<file path="src/rtl/interrupt_sequencer_pkg.sv">
// rtl/interrupt_sequencer_pkg.sv - shared state type and default constants for interrupt_sequencer
package interrupt_sequencer_pkg;

  localparam int          ISQ_PC_W         = 32;
  localparam int          ISQ_FLAG_W       = 3;
  localparam int          ISQ_DRAIN_CYCLES = 3;
  localparam logic [15:0] ISQ_VECTOR_ADDR  = 16'h0000;

  typedef enum logic [3:0] {
    IDLE,
    DRAIN,
    PUSH_HI,
    PUSH_LO,
    PUSH_FLG,
    VEC_LO,
    VEC_HI,
    JUMP,
    RTI_DRAIN,
    POP_FLG,
    POP_LO,
    POP_HI,
    RET
  } isq_state_t;

endpackage

</file>
<file path="src/rtl/interrupt_sequencer_irq_edge_sync.sv">
// rtl/interrupt_sequencer_irq_edge_sync.sv - two-flop irq synchroniser with rising-edge detect
module interrupt_sequencer_irq_edge_sync (
  input  logic clk,
  input  logic rst,
  input  logic irq,
  output logic irq_rise
);

  logic sync_1;
  logic sync_2;
  logic sync_prev;

  always_ff @(posedge clk or negedge rst) begin
    if (!rst) begin
      sync_1    <= 1'b0;
      sync_2    <= 1'b0;
      sync_prev <= 1'b0;
    end else begin
      sync_1    <= irq;
      sync_2    <= sync_1;
      sync_prev <= sync_2;
    end
  end

  assign irq_rise = sync_2 & ~sync_prev;

endmodule

</file>
<file path="src/rtl/interrupt_sequencer.sv">
// rtl/interrupt_sequencer.sv - sequences pipeline drain, context push/pop and vector fetch for irq entry and RTI
module interrupt_sequencer
  import interrupt_sequencer_pkg::*;
#(
  parameter logic [15:0] VECTOR_ADDR  = ISQ_VECTOR_ADDR,
  parameter int          DRAIN_CYCLES = ISQ_DRAIN_CYCLES,
  parameter int          PC_W         = ISQ_PC_W,
  parameter int          FLAG_W       = ISQ_FLAG_W
) (
  input  logic              clk,
  input  logic              rst,
  input  logic              irq,
  input  logic              rti_dec,
  input  logic              pipe_busy,
  input  logic [PC_W-1:0]   pc_resume,
  input  logic [FLAG_W-1:0] flags_in,
  input  logic [15:0]       mem_rdata,
  output logic              stall_fetch,
  output logic              flush_pipe,
  output logic              mem_push,
  output logic              mem_pop,
  output logic              mem_read,
  output logic [15:0]       mem_addr,
  output logic [15:0]       mem_wdata,
  output logic              pc_write,
  output logic [PC_W-1:0]   pc_value,
  output logic              flags_we,
  output logic [FLAG_W-1:0] flags_out,
  output logic              int_ack,
  output logic              busy
);

  localparam int CNT_W = (DRAIN_CYCLES > 1) ? $clog2(DRAIN_CYCLES) : 1;

  isq_state_t        state;
  isq_state_t        state_n;
  logic [CNT_W-1:0]  drain_cnt;
  logic              drain_done;
  logic [PC_W-1:0]   pc_hold;
  logic [FLAG_W-1:0] flags_hold;
  logic [15:0]       vec_lo;
  logic [15:0]       pc_lo;
  logic              pending;
  logic              requeue;
  logic              irq_rise;
  logic              in_entry;

  interrupt_sequencer_irq_edge_sync u_irq_sync (
    .clk      (clk),
    .rst      (rst),
    .irq      (irq),
    .irq_rise (irq_rise)
  );

  assign drain_done = (drain_cnt == CNT_W'(DRAIN_CYCLES - 1));
  assign in_entry   = (state == DRAIN)    || (state == PUSH_HI) || (state == PUSH_LO) ||
                      (state == PUSH_FLG) || (state == VEC_LO)  || (state == VEC_HI);

  always_ff @(posedge clk or negedge rst) begin
    if (!rst) begin
      state      <= IDLE;
      drain_cnt  <= '0;
      pc_hold    <= '0;
      flags_hold <= '0;
      vec_lo     <= '0;
      pc_lo      <= '0;
      pending    <= 1'b0;
      requeue    <= 1'b0;
    end else begin
      state <= state_n;

      if ((state == DRAIN) || (state == RTI_DRAIN)) drain_cnt <= drain_cnt + 1'b1;
      else                                          drain_cnt <= '0;

      if ((state == IDLE) && (state_n == DRAIN)) begin
        pc_hold    <= pc_resume;
        flags_hold <= flags_in;
      end
      if (state == VEC_HI) vec_lo <= mem_rdata;
      if (state == POP_HI) pc_lo  <= mem_rdata;

      // An edge arriving while the current request is in flight must survive
      // the pending clear that happens on the way into JUMP.
      if (state == VEC_HI) begin
        pending <= requeue | irq_rise;
        requeue <= 1'b0;
      end else if (in_entry) begin
        requeue <= requeue | irq_rise;
      end else begin
        pending <= pending | irq_rise;
      end
    end
  end

  always_comb begin
    state_n     = state;
    stall_fetch = 1'b0;
    flush_pipe  = 1'b0;
    mem_push    = 1'b0;
    mem_pop     = 1'b0;
    mem_read    = 1'b0;
    mem_addr    = '0;
    mem_wdata   = '0;
    pc_write    = 1'b0;
    pc_value    = '0;
    flags_we    = 1'b0;
    flags_out   = '0;
    int_ack     = 1'b0;
    busy        = (state != IDLE);

    case (state)
      IDLE: begin
        if (rti_dec)                     state_n = RTI_DRAIN;
        else if (pending && !pipe_busy)  state_n = DRAIN;
      end
      DRAIN: begin
        stall_fetch = 1'b1;
        flush_pipe  = 1'b1;
        if (drain_done) state_n = PUSH_HI;
      end
      PUSH_HI: begin
        stall_fetch = 1'b1;
        mem_push    = 1'b1;
        mem_wdata   = pc_hold[PC_W-1 -: 16];
        state_n     = PUSH_LO;
      end
      PUSH_LO: begin
        stall_fetch = 1'b1;
        mem_push    = 1'b1;
        mem_wdata   = pc_hold[15:0];
        state_n     = PUSH_FLG;
      end
      PUSH_FLG: begin
        stall_fetch = 1'b1;
        mem_push    = 1'b1;
        mem_wdata   = 16'(flags_hold);
        state_n     = VEC_LO;
      end
      VEC_LO: begin
        stall_fetch = 1'b1;
        mem_read    = 1'b1;
        mem_addr    = VECTOR_ADDR;
        state_n     = VEC_HI;
      end
      VEC_HI: begin
        stall_fetch = 1'b1;
        mem_read    = 1'b1;
        mem_addr    = VECTOR_ADDR + 16'd1;
        state_n     = JUMP;
      end
      JUMP: begin
        stall_fetch = 1'b1;
        flush_pipe  = 1'b1;
        pc_write    = 1'b1;
        pc_value    = PC_W'({mem_rdata, vec_lo});
        int_ack     = 1'b1;
        state_n     = IDLE;
      end
      RTI_DRAIN: begin
        stall_fetch = 1'b1;
        flush_pipe  = 1'b1;
        if (drain_done) state_n = POP_FLG;
      end
      POP_FLG: begin
        stall_fetch = 1'b1;
        mem_pop     = 1'b1;
        state_n     = POP_LO;
      end
      POP_LO: begin
        stall_fetch = 1'b1;
        mem_pop     = 1'b1;
        flags_we    = 1'b1;
        flags_out   = mem_rdata[FLAG_W-1:0];
        state_n     = POP_HI;
      end
      POP_HI: begin
        stall_fetch = 1'b1;
        mem_pop     = 1'b1;
        state_n     = RET;
      end
      RET: begin
        stall_fetch = 1'b1;
        flush_pipe  = 1'b1;
        pc_write    = 1'b1;
        pc_value    = PC_W'({mem_rdata, pc_lo});
        state_n     = IDLE;
      end
      default: state_n = IDLE;
    endcase
  end

endmodule

</file>
<file path="config.mk">
export PLATFORM = sky130hd
export DESIGN_NAME = interrupt_sequencer
export DESIGN_NICKNAME = d
export VERILOG_FILES = /design/src/rtl/interrupt_sequencer_pkg.sv /design/src/rtl/interrupt_sequencer_irq_edge_sync.sv /design/src/rtl/interrupt_sequencer.sv
export SDC_FILE = /design/constraint.sdc
export NUM_CORES = 1
export LEC_CHECK = 0
export ABC_AREA = 0
export CAP_MARGIN = 20
export CORE_ASPECT_RATIO = 0.75
export CORE_MARGIN = 4
export CORE_UTILIZATION = 57
export DETAILED_ROUTE_END_ITERATION = 7
export DONT_BUFFER_PORTS = 1
export PLACE_DENSITY = 0.73
export SLEW_MARGIN = 20
export SYNTH_ARGS = -nofsm -noshare
export SYNTH_HDL_FRONTEND = slang
export SYNTH_HIERARCHICAL = 1
export SYNTH_SLANG_ARGS = --single-unit
</file>
<file path="constraint.sdc">
create_clock -name clk -period 1.4 [get_ports clk]
set_input_delay 0.07 -clock clk [delete_from_list [all_inputs] [get_ports clk]]
set_output_delay 0.07 -clock clk [all_outputs]
set_load 0.02 [all_outputs]
</file>
==> results of run 1 <==
[timing repair]
item                                   CTS
pin swaps                               22
setup endpoints to repair              132
cloned                                   5
gates resized for setup                109
setup buffers                           22
hold buffers                            53
endpoints found under the hold margin  147
[stage by stage]
step	utilization (%)	setup slack [ns]	hold WS, ns	std cells	cell area (um2)
after floorplan	-	-0.115	-0.226	308	4150
after detailed placement	70.0	-0.189	-0.224	401	4470
after global placement	70.0	-0.149	-0.224	401	4470
after CTS	92.5	-0.456	-0.613	496	5900
[kinds of logic after synthesis]
logic type | count (synthesis) | share of synthesized area [%]
flops | 78 | 51.2
mux | 68 | 21.0
simple gates | 64 | 10.7
compound gates | 43 | 9.32
buf+inv | 36 | 6.60
xor+xnor | 3 | 0.689
fa+ha+maj | 1 | 0.328
other cells | 1 | 0.0984
[synthesized netlist by cell type (2+ instances only)]
master    count
o21ai_0       3
nor3b_1       2
a22oi_1       3
nor4bb_1      2
mux2_4       10
buf_2        12
nand2_1      11
a21oi_1       3
buf_6         4
a22o_1       29
xnor2_1       3
nand3_1       2
mux2_2       57
or3_1         4
buf_4        19
dfrtp_1      78
and2_1       19
nor2_1       11
==> results by group, run 1 <==
Place
  – Port bufs: 0
  – GP Congestion: 0.793
  – Hpwl dp: 5.92 mm

Synthesis
  – Top cell type's share of synthesized area: 51.2%
  – Most used DFF post-synth: dfrtp_1
  – Area leader, netlist: dfrtp_1
  – Yosys warns: 6
  – FFs w/ async S/R, synth: 100%
  – Register area share after synthesis: 51.2%
  – Synth top area cells: dfrtp_1 51%, mux2_2 17%, a22o_1 6.7%
  – #FFs+latches synth: 78
  – Post-Synthesis Cells: 294
  – Post-Syn Area: 3810 um2
  – Post-synth EDFFs: 0
  – Mapped Avg Cell Area: 13.0 um2
  – Synth cell types: 40

Floorplan
  – Cell Rows: 25
  – I/O pins: 132
  – Die extent in x: 102 um
  – Die Y: 78.8 um
  – Initial Util: 59.7%

Clocking
  – # clock sinks: 78
  – CTS root buffer: clkbuf_8
  – Inserted Clock Buffers: 9
  – CTS Buffer Depth: 2
  – H-tree levels: 3

STA
  – Pin type at the end of the worst path: output port
  – Worst setup endpoint GRT: mem_wdata[6]

Status
  – Stop stage: global routing (5_1_grt)
  – Error: [ERROR DPL-0033] detailed placement checks failed during check placement.
  – Outcome: stopped before the end

Global routing
  – Antenna violations before repair: 3
  – Largest net degree at the start of global routing: 79
==> run 2, diff against run 1 <==
--- a/config.mk
+++ b/config.mk
@@ -7,12 +7,11 @@
 export LEC_CHECK = 0
 export ABC_AREA = 0
 export CAP_MARGIN = 20
-export CORE_ASPECT_RATIO = 0.75
 export CORE_MARGIN = 4
-export CORE_UTILIZATION = 57
+export CORE_UTILIZATION = 40
 export DETAILED_ROUTE_END_ITERATION = 7
 export DONT_BUFFER_PORTS = 1
-export PLACE_DENSITY = 0.73
+export PLACE_DENSITY_LB_ADDON = 0.15
 export SLEW_MARGIN = 20
 export SYNTH_ARGS = -nofsm -noshare
 export SYNTH_HDL_FRONTEND = slang
==> constraint.sdc (replaced) <==
create_clock -name clk -period 1.8 [get_ports clk]
set_input_delay 0.09 -clock clk [delete_from_list [all_inputs] [get_ports clk]]
set_output_delay 0.09 -clock clk [all_outputs]
set_load 0.02 [all_outputs]
==> results by group, run 2 <==
Status
  – Outcome: finished with violations
  – Failing checks: negative hold slack, negative setup slack

Place
  – Placed Cells: 428
  – GP Congestion: 0.731
  – Hpwl dp: 5.43 mm
  – Placed cell area: 4070 um2
  – Port bufs: 0

Critical path
  – Critical Path RT: 1.71 ns
  – Type of the worst setup path: reg2out
  – Beginning of the critical path: state[2]$_DFF_PN0_
  – Crit end category: primary output
  – Critical R2R Launch: state[2]$_DFF_PN0_
  – Crit path DAT: 1.73 ns
  – Setup crit start kind: flip-flop
  – Worst Path Max Fanout: 17

Pwr
  – Sw frac: 34.7%
  – Sequential share of power: 36.7%
  – Pwr/cell area: 1600 nW/um2
  – Switching Power: 2.95 mW
  – Post-layout power: 8.50 mW
  – VDD IR max: 774 uV
  – Internal power: 5.55 mW
  – LEAKAGE: 2.39 nW
  – Clock power frac: 16.8%
  – Comb pwr share: 46.4%

Global routing
  – Grt ovf: 0
  – Gr usage total: 15.8%
  – Largest net degree at the start of global routing: 79
  – Antenna violations before repair: 0
  – Vias in the first global route: 2713
  – First-pass GRT wire length: 14.1 mm

Flow run
  – Max Cap Viol: 0

Synthesis
  – Yosys warns: 6
  – Cell with the most instances after synthesis: dfrtp_1
  – #FFs+latches synth: 78
  – Post-synth EDFFs: 0
  – Post-Synthesis Cells: 294
  – Mapped Avg Cell Area: 13.0 um2
  – Synth cell types: 40
  – Top cells by count, synth: 78 x dfrtp_1, 57 x mux2_2, 29 x a22o_1
  – Area leader, netlist: dfrtp_1
  – Most used DFF post-synth: dfrtp_1
  – Synth top area cells: dfrtp_1 51%, mux2_2 17%, a22o_1 6.7%
  – Top cell type's share of synthesized area: 51.2%
  – FFs w/ async S/R, synth: 100%
  – Post-Syn Area: 3810 um2
  – Register area share after synthesis: 51.2%

Clocking
  – Inserted Clock Buffers: 9
  – H-tree levels: 3
  – CTS Buffer Depth: 2
  – # clock sinks: 78
  – CTS root buffer: clkbuf_8
  – CTS tree: done
  – Clock latency on the worst-skew pair: 0.35 ns
  – Hold Buf Count CTS: 53
  – Worst-path clk slew: 0.08 ns

Layout
  – Ant diodes: 0
  – Design Area, Final: 5310 um2
  – Non-Filler Instances: 524
  – Commonest non-fill, non-tap cell in the layout: dfrtp_1
  – Post-layout util: 57.4%
  – Synthesis-to-layout area growth: 39.2%
  – Layout Nets: 447
  – Commonest non-fill, non-tap cells in the layout: 76 x dfrtp_1, 57 x mux2_2, 53 x dlygate4sd3_1
  – Fillers: 755
  – Layout cell share with drive strength beyond 1: 51.1%
  – Largest registers: pc_hold: 32 flops, pc_lo: 16 flops, vec_lo: 16 flops
  – Top reg by flops: pc_hold
  – Max reg flops: 32

STA
  – Final hold vios: 78
  – Hold Slack: -0.567 ns
  – Post-route clock period utilization: 101%
  – Final Worst Setup Slack: -0.0186 ns
  – RSZ-0062 raised after global routing: yes
  – Final Slew Violations: 0
  – Max Freq: 550 MHz
  – Final setup vio count: 4
  – Post-layout min period: 1.82 ns
  – Worst Skew: 0.00805 ns

Floorplan
  – Total die area: 11200 um2
  – Initial Util: 41.3%
  – Cell Rows: 35
  – Die Y: 106 um
  – Core Area: 9240 um2
  – I/O pins: 132
  – Die extent in x: 106 um

Detailed routing
  – Final WL: 9.19 mm
  – Via count: 2626
  – Antenna viol nets, final: 0
  – Drt initial violations: 64
  – Routed WL per cell: 17.5 um
  – Routed vias/inst: 5.01
  – TritonRoute pass-1 iters: 4
  – Residual DRC: 0

Worst hold path
  – Hold crit path type: in2async
==> run 2: cell counts after synthesis <==
Identical to the previous run, type by type.
==> run 2: worst max-delay path: stages, from the launching register on <==
cell	delay [ns]
dfrtp_2	0.47
buf_6	0.15
nor4bb_4	0.32
buf_12	0.20
a22oi_1	0.11
nand2_2	0.13
==> run 2: kinds of logic (layout without fill, tap and decap cells) <==
logic type	after synthesis	in the layout	synth area share [%]
flip-flops	78	78	51.2
multiplexers	68	68	21.0
AND/OR/NAND/NOR	64	64	10.7
AO/OA/AOI/OAI	43	43	9.32
buffers and inverters	36	123	6.60
XOR/XNOR	3	3	0.689
adder cells (fa/ha/maj)	1	1	0.328
other	1	15	0.0984
==> run 2: what timing repair did <==
action | in CTS | in global routing
cloned | 0 | 3
setup buffers | 8 | 16
gates resized for setup | 77 | 14
setup endpoints to repair | 54 | 60
endpoints found under the hold margin | 147 | 78
pin swaps | 3 | 5
==> run 2: final timing paths <==
check	end	slack (ns)	depth (start not counted)
worst max-delay path	mem_wdata[2]	-0.02	5
worst min register to register	u_irq_sync/sync_2$_DFF_PN0_	0.36	0
worst max register to register	vec_lo[5]$_DFFE_PN0P_	0.08	6
min in group clk	state[0]$_DFF_PN0_	0.07	3
max in group asynchronous	state[1]$_DFF_PN0_	2.25	0
worst min-delay path	pc_lo[11]$_DFFE_PN0P_	-0.57	0
==> run 2: final cells by class <==
| type | count | area [um2] | area share [%] |
|---|---|---|---|
| clock buffer | 11 | 131 | 2.48 |
| timing repair buffer | 106 | 1090 | 20.6 |
| sequential | 78 | 1950 | 36.8 |
| multi-input combinational | 194 | 1880 | 35.4 |
| inverter | 1 | 3.75 | 0.0708 |
| clock inverter | 5 | 83.8 | 1.58 |
| tap | 129 | 161 | 3.04 |
==> run 2: metal layers <==
layer,vias to the layer above,GRT usage (%),wire length [um]
li1,1205,-,-
met1,1309,19.8,3840
met5,-,0,0
met4,0,3.89,99
met2,101,26.3,4590
met3,11,5.51,669
==> run 2: through the flow <==
step	worst slack (ns)	TNS, ns
finish	-0.0186	-0.0434
global route	-0.105	-2.50
CTS	-0.0458	-0.297
detailed placement	0.131	0
global placement	0.165	0
floorplan	0.0812	0
==> run 2: power by group through the flow <==
stage	registers [mW]	clock network, mW	logic [mW]
2_1_floorplan	2.93	0	2.60
3_3_place_gp	3.06	0	3.15
3_5_place_dp	3.09	0	3.19
4_1_cts	3.09	1.48	3.67
5_1_grt	3.23	1.55	4.25
6_report	3.12	1.43	3.94
(Power assumes the default switching activity.)
==> run 3, diff against run 2 <==
--- a/config.mk
+++ b/config.mk
@@ -8,7 +8,7 @@
 export ABC_AREA = 0
 export CAP_MARGIN = 20
 export CORE_MARGIN = 4
-export CORE_UTILIZATION = 40
+export CORE_UTILIZATION = 50
 export DETAILED_ROUTE_END_ITERATION = 7
 export DONT_BUFFER_PORTS = 1
 export PLACE_DENSITY_LB_ADDON = 0.15
==> results by group, run 3 (synthesis results as in run 2) <==
Status
  – Outcome: finished with violations
  – Failing checks: negative hold slack, negative setup slack

Global routing
  – First-pass GRT wire length: 14.2 mm
  – Largest net degree at the start of global routing: 79
  – Gr usage total: 20.5%
  – Antenna violations before repair: 0
  – Vias in the first global route: 2808
  – Grt ovf: 0

STA
  – Final Slew Violations: 0
  – Max Freq: 525 MHz
  – Post-route clock period utilization: 106%
  – Final hold vios: 78
  – Worst Skew: 0.00848 ns
  – Final Worst Setup Slack: -0.106 ns
  – Hold Slack: -0.560 ns
  – Setup TNS: -1.52 ns
  – RSZ-0062 raised after global routing: yes
  – Final setup vio count: 33
  – Post-layout min period: 1.91 ns

Floorplan
  – Die Y: 95.3 um
  – Die extent in x: 95.3 um
  – Cell Rows: 31
  – Core Area: 7330 um2
  – Total die area: 9090 um2
  – Initial Util: 52.0%
  – I/O pins: 132

Layout
  – Synthesis-to-layout area growth: 44.8%
  – Top reg by flops: pc_hold
  – Commonest non-fill, non-tap cells in the layout: 76 x dfrtp_1, 57 x mux2_2, 53 x dlygate4sd3_1
  – Commonest non-fill, non-tap cell in the layout: dfrtp_1
  – Layout Nets: 442
  – Ant diodes: 0
  – Max reg flops: 32
  – Largest registers: pc_hold: 32 flops, pc_lo: 16 flops, vec_lo: 16 flops
  – Layout cell share with drive strength beyond 1: 52.1%
  – Fillers: 468
  – Design Area, Final: 5520 um2

Critical path
  – Crit end category: primary output
  – Type of the worst setup path: reg2out
  – Critical Path RT: 1.71 ns
  – Crit path DAT: 1.82 ns
  – CP delay by family, top: buffers and inverters
  – CP max-delay cell: dfrtp_1
  – WP buf/inv: 4
  – Worst Path Max Fanout: 8
  – Setup crit start kind: flip-flop
  – Max incr delay on CP: 0.42 ns
  – Critical-path cell list: buf_6, buf_12, nor4b_4, buf_6, clkbuf_16, a22o_4
  – Crit path top cell by count: buf_6

Pwr
  – Pwr/cell area: 1670 nW/um2
  – Sequential share of power: 35.2%
  – Sw frac: 34.5%
  – Clock power frac: 17.5%
  – Post-layout power: 9.21 mW
  – Internal power: 6.04 mW
  – Switching Power: 3.18 mW
  – Comb pwr share: 47.3%
  – VDD IR max: 930 uV
  – LEAKAGE: 2.52 nW

Clocking
  – Worst-path clk slew: 0.08 ns
  – # clock sinks: 78
  – H-tree levels: 3
  – CTS Buffer Depth: 2
  – Clock latency on the worst-skew pair: 0.34 ns
  – Hold Buf Count CTS: 53
  – CTS root buffer: clkbuf_8
  – CTS tree: done
  – Inserted Clock Buffers: 9

Worst hold path
  – Hold crit path type: in2async

Place
  – GP Congestion: 0.758
  – Hpwl dp: 5.29 mm
  – Placed cell area: 3990 um2
  – Port bufs: 0

Detailed routing
  – Drt initial violations: 68
  – TritonRoute pass-1 iters: 4
  – Residual DRC: 0
  – Final WL: 9.61 mm
  – Via count: 2665
  – Antenna viol nets, final: 0
  – Routed WL per cell: 19.6 um
  – Routed vias/inst: 5.45

Flow run
  – Max Cap Viol: 0
==> run 3: cell count changes in the layout (fill, tap and decap cells not counted), sizes merged <==
cell / change
clkinvlp: -2
bufbuf: +1
buf: -7
clkinv: -1
clkbuf: +3
bufinv: +1
==> run 3: what timing repair did <==
item / in CTS / in global routing
gates resized for setup: 99 / 27
endpoints found under the hold margin: 147 / 78
buffers inserted: 13 / 6
cloned: 2 / 4
pin swaps: 10 / 23
setup endpoints to repair: 53 / 85
==> run 3: stage by stage <==
stage                     std cells  util (%)  setup WS [ns]
after CTS                       479      71.3        -0.0833
after global placement          395      54.5          0.135
after detailed placement        395      54.5          0.118
after global routing            489      75.3         -0.181
after floorplan                 308         -         0.0812
final                           489      75.3         -0.106
==> run 3: path summary, 6_finish.rpt <==
| kind | from | to | slack, ns | cells after the start |
|---|---|---|---|---|
| worst max-delay path | state[3]$_DFF_PN0_ | mem_wdata[5] | -0.11 | 6 |
| worst min-delay path | rst | pc_lo[5]$_DFFE_PN0P_ | -0.56 | 0 |
| worst max register to register | state[3]$_DFF_PN0_ | pc_hold[4]$_DFFE_PN0P_ | 0.10 | 7 |
| worst min register to register | u_irq_sync/sync_1$_DFF_PN0_ | u_irq_sync/sync_2$_DFF_PN0_ | 0.36 | 0 |
| max in group asynchronous | rst | pc_hold[17]$_DFFE_PN0P_ | 2.25 | 0 |
| min in group clk | pipe_busy | state[0]$_DFF_PN0_ | 0.06 | 3 |
==> run 3: area by class of cell <==
type / instances / area [um2] / share of cell area, %
multi-input combinational: 194 / 2060 / 37.3
sequential: 78 / 1950 / 35.4
timing repair buffer: 101 / 1130 / 20.4
clock buffer: 13 / 159 / 2.88
tap: 99 / 124 / 2.24
clock inverter: 3 / 90.1 / 1.63
inverter: 1 / 3.75 / 0.0680
==> run 3: routing by layer <==
| metal | track usage, % | vias to the layer above | part of all wire [%] |
|---|---|---|---|
| met2 | 35.4 | 101 | 53 |
| met4 | 7.81 | 0 | 1.3 |
| met1 | 24.4 | 1351 | 39 |
| li1 | - | 1201 | - |
| met5 | 0 | - | 0 |
| met3 | 5.21 | 12 | 6.7 |
==> run 3: power by group through the flow <==
stage,sequential (mW),combinational [mW],clock (mW)
global route,3.34,4.66,1.73
global placement,3.06,3.08,0
finish,3.24,4.36,1.61
floorplan,2.93,2.60,0
detailed placement,3.10,3.14,0
CTS,3.15,3.94,1.65
==> run 4, diff against run 3 <==
--- a/config.mk
+++ b/config.mk
@@ -12,6 +12,7 @@
 export DETAILED_ROUTE_END_ITERATION = 7
 export DONT_BUFFER_PORTS = 1
 export PLACE_DENSITY_LB_ADDON = 0.15
+export SETUP_SLACK_MARGIN = 0.15
 export SLEW_MARGIN = 20
 export SYNTH_ARGS = -nofsm -noshare
 export SYNTH_HDL_FRONTEND = slang
==> results by group, run 4 (synthesis results as in run 2) <==
Critical path
  – CP Depth: 5
  – Critical R2R Launch: state[0]$_DFF_PN0_
  – Setup crit start kind: flip-flop
  – Critical Path RT: 1.71 ns
  – Max incr delay on CP: 0.43 ns
  – Reg2Reg Capture Point: vec_lo[13]$_DFFE_PN0P_
  – Type of the worst setup path: reg2out
  – WP buf/inv: 2
  – Critical-path cell list: buf_6, or3b_4, a21boi_4, buf_12, and2_4
  – FF-to-FF setup slack: 0.01 ns
  – Worst Path Max Fanout: 17
  – Crit path DAT: 1.80 ns
  – CP delay by family, top: simple AND/OR/NAND/NOR gates
  – Crit end category: primary output
  – Worst Reg2Reg Path Length in Cells: 7
  – CP max-delay cell: dfrtp_1

Layout
  – Ant diodes: 0
  – Largest registers: pc_hold: 32 flops, pc_lo: 16 flops, vec_lo: 16 flops
  – Synthesis-to-layout area growth: 49.5%
  – Commonest non-fill, non-tap cell in the layout: dfrtp_1
  – Layout Nets: 454
  – Fillers: 423
  – Non-Filler Instances: 500
  – Max reg flops: 32
  – Layout cell share with drive strength beyond 1: 55.1%
  – Commonest non-fill, non-tap cells in the layout: 76 x dfrtp_1, 53 x dlygate4sd3_1, 39 x mux2_2
  – Top reg by flops: pc_hold

Global routing
  – First-pass GRT wire length: 14.5 mm
  – Antenna violations before repair: 0
  – Gr usage total: 21.0%
  – Vias in the first global route: 2846
  – Grt ovf: 0
  – Largest net degree at the start of global routing: 79

Clocking
  – Worst-path clk slew: 0.08 ns
  – Clock latency on the worst-skew pair: 0.34 ns
  – H-tree levels: 3
  – CTS root buffer: clkbuf_8
  – Inserted Clock Buffers: 9
  – Hold Buf Count CTS: 53
  – CTS tree: done
  – CTS Buffer Depth: 2
  – # clock sinks: 78

Pwr
  – Sequential share of power: 34.8%
  – Post-layout power: 9.27 mW
  – Internal power: 5.94 mW
  – Sw frac: 35.9%
  – Switching Power: 3.33 mW
  – VDD IR max: 818 uV
  – Pwr/cell area: 1630 nW/um2
  – Clock power frac: 13.7%
  – LEAKAGE: 2.61 nW
  – Comb pwr share: 51.5%

Detailed routing
  – Antenna viol nets, final: 0
  – Residual DRC: 0
  – TritonRoute pass-1 iters: 4
  – Via count: 2740
  – Final WL: 10.2 mm
  – Routed vias/inst: 5.48
  – Drt initial violations: 78
  – Routed WL per cell: 20.3 um

STA
  – Final hold vios: 78
  – Max Freq: 530 MHz
  – Post-route clock period utilization: 105%
  – Post-layout min period: 1.89 ns
  – Final setup vio count: 49
  – Hold Slack: -0.572 ns
  – Final Slew Violations: 0
  – Final Worst Setup Slack: -0.0873 ns
  – Worst Skew: 0.00898 ns
  – RSZ-0062 raised after global routing: yes

Floorplan
  – Die extent in x: 95.3 um
  – Die Y: 95.3 um
  – Total die area: 9090 um2
  – I/O pins: 132
  – Core Area: 7330 um2
  – Initial Util: 52.0%
  – Cell Rows: 31

Place
  – GP Congestion: 0.740
  – Hpwl dp: 5.15 mm
  – Port bufs: 0
  – Placed Cells: 395

Flow run
  – Max Cap Viol: 0

Worst hold path
  – Hold crit path type: in2async

Status
  – Failing checks: negative hold slack, negative setup slack
  – Outcome: finished with violations
run 4: cell count changes in the layout (fill, tap and decap cells not counted), sizes merged:
| cell | previous run | this run |
|---|---|---|
| clkinvlp | 0 | 2 |
| bufbuf | 1 | 0 |
| clkinv | 0 | 3 |
| clkbuf | 17 | 14 |
| bufinv | 3 | 1 |
| buf | 43 | 55 |
run 4: final cells by class:
class | instances | area, um2 | share of cell area [%]
Clock buffer | 9 | 124 | 2.17
Clock inverter | 6 | 63.8 | 1.12
Inverter | 1 | 3.75 | 0.0659
Multi-Input combinational cell | 194 | 2100 | 36.8
Sequential cell | 78 | 1950 | 34.3
Tap cell | 99 | 124 | 2.17
Timing Repair Buffer | 113 | 1330 | 23.4
run 4: how the worst max path moves through the flow:
stage / from / to / slack, ns
finish: state[3]$_DFF_PN0_ / pc_value[30] / -0.09
global route: state[3]$_DFF_PN0_ / mem_wdata[14] / -0.17
CTS: state[2]$_DFF_PN0_ / mem_wdata[14] / -0.11
detailed placement: state[2]$_DFF_PN0_ / mem_wdata[14] / 0.12
global placement: state[2]$_DFF_PN0_ / mem_wdata[14] / 0.14
floorplan: state[3]$_DFF_PN0_ / pc_value[10] / 0.19
run 4: power groups by stage:
| stage | Clock [mW] | Combinational [mW] | Sequential, mW |
|---|---|---|---|
| floorplan | 0 | 2.61 | 2.93 |
| global placement | 0 | 3.11 | 3.07 |
| detailed placement | 0 | 3.17 | 3.11 |
| CTS | 1.30 | 4.12 | 3.16 |
| global route | 1.37 | 5.06 | 3.32 |
| finish | 1.27 | 4.77 | 3.23 |
run 4: stage by stage:
step / area, um2 / TNS, ns / setup slack [ns] / utilization (%)
after floorplan: 3870 / 0 / 0.187 / -
after global placement: 4040 / 0 / 0.144 / 55.1
after detailed placement: 4040 / 0 / 0.120 / 55.1
after CTS: 5360 / -1.36 / -0.107 / 73.1
after global routing: 5700 / -6.66 / -0.167 / 77.7
final: 5700 / -2.27 / -0.0873 / 77.7
run 4: metal layers:
layer,track usage [%],up-vias,part of all wire [%]
met5,0,-,0
met4,7.93,0,1.8
met3,5.13,16,6.5
met2,37.7,121,54
met1,24.1,1376,38
li1,-,1227,-
run 4: what timing repair did:
item	in CTS	in global routing
buffers inserted	17	13
resized for setup	123	32
setup endpoints to repair	59	98
cloned	2	5
pin swaps	9	18
endpoints found under the hold margin	147	78
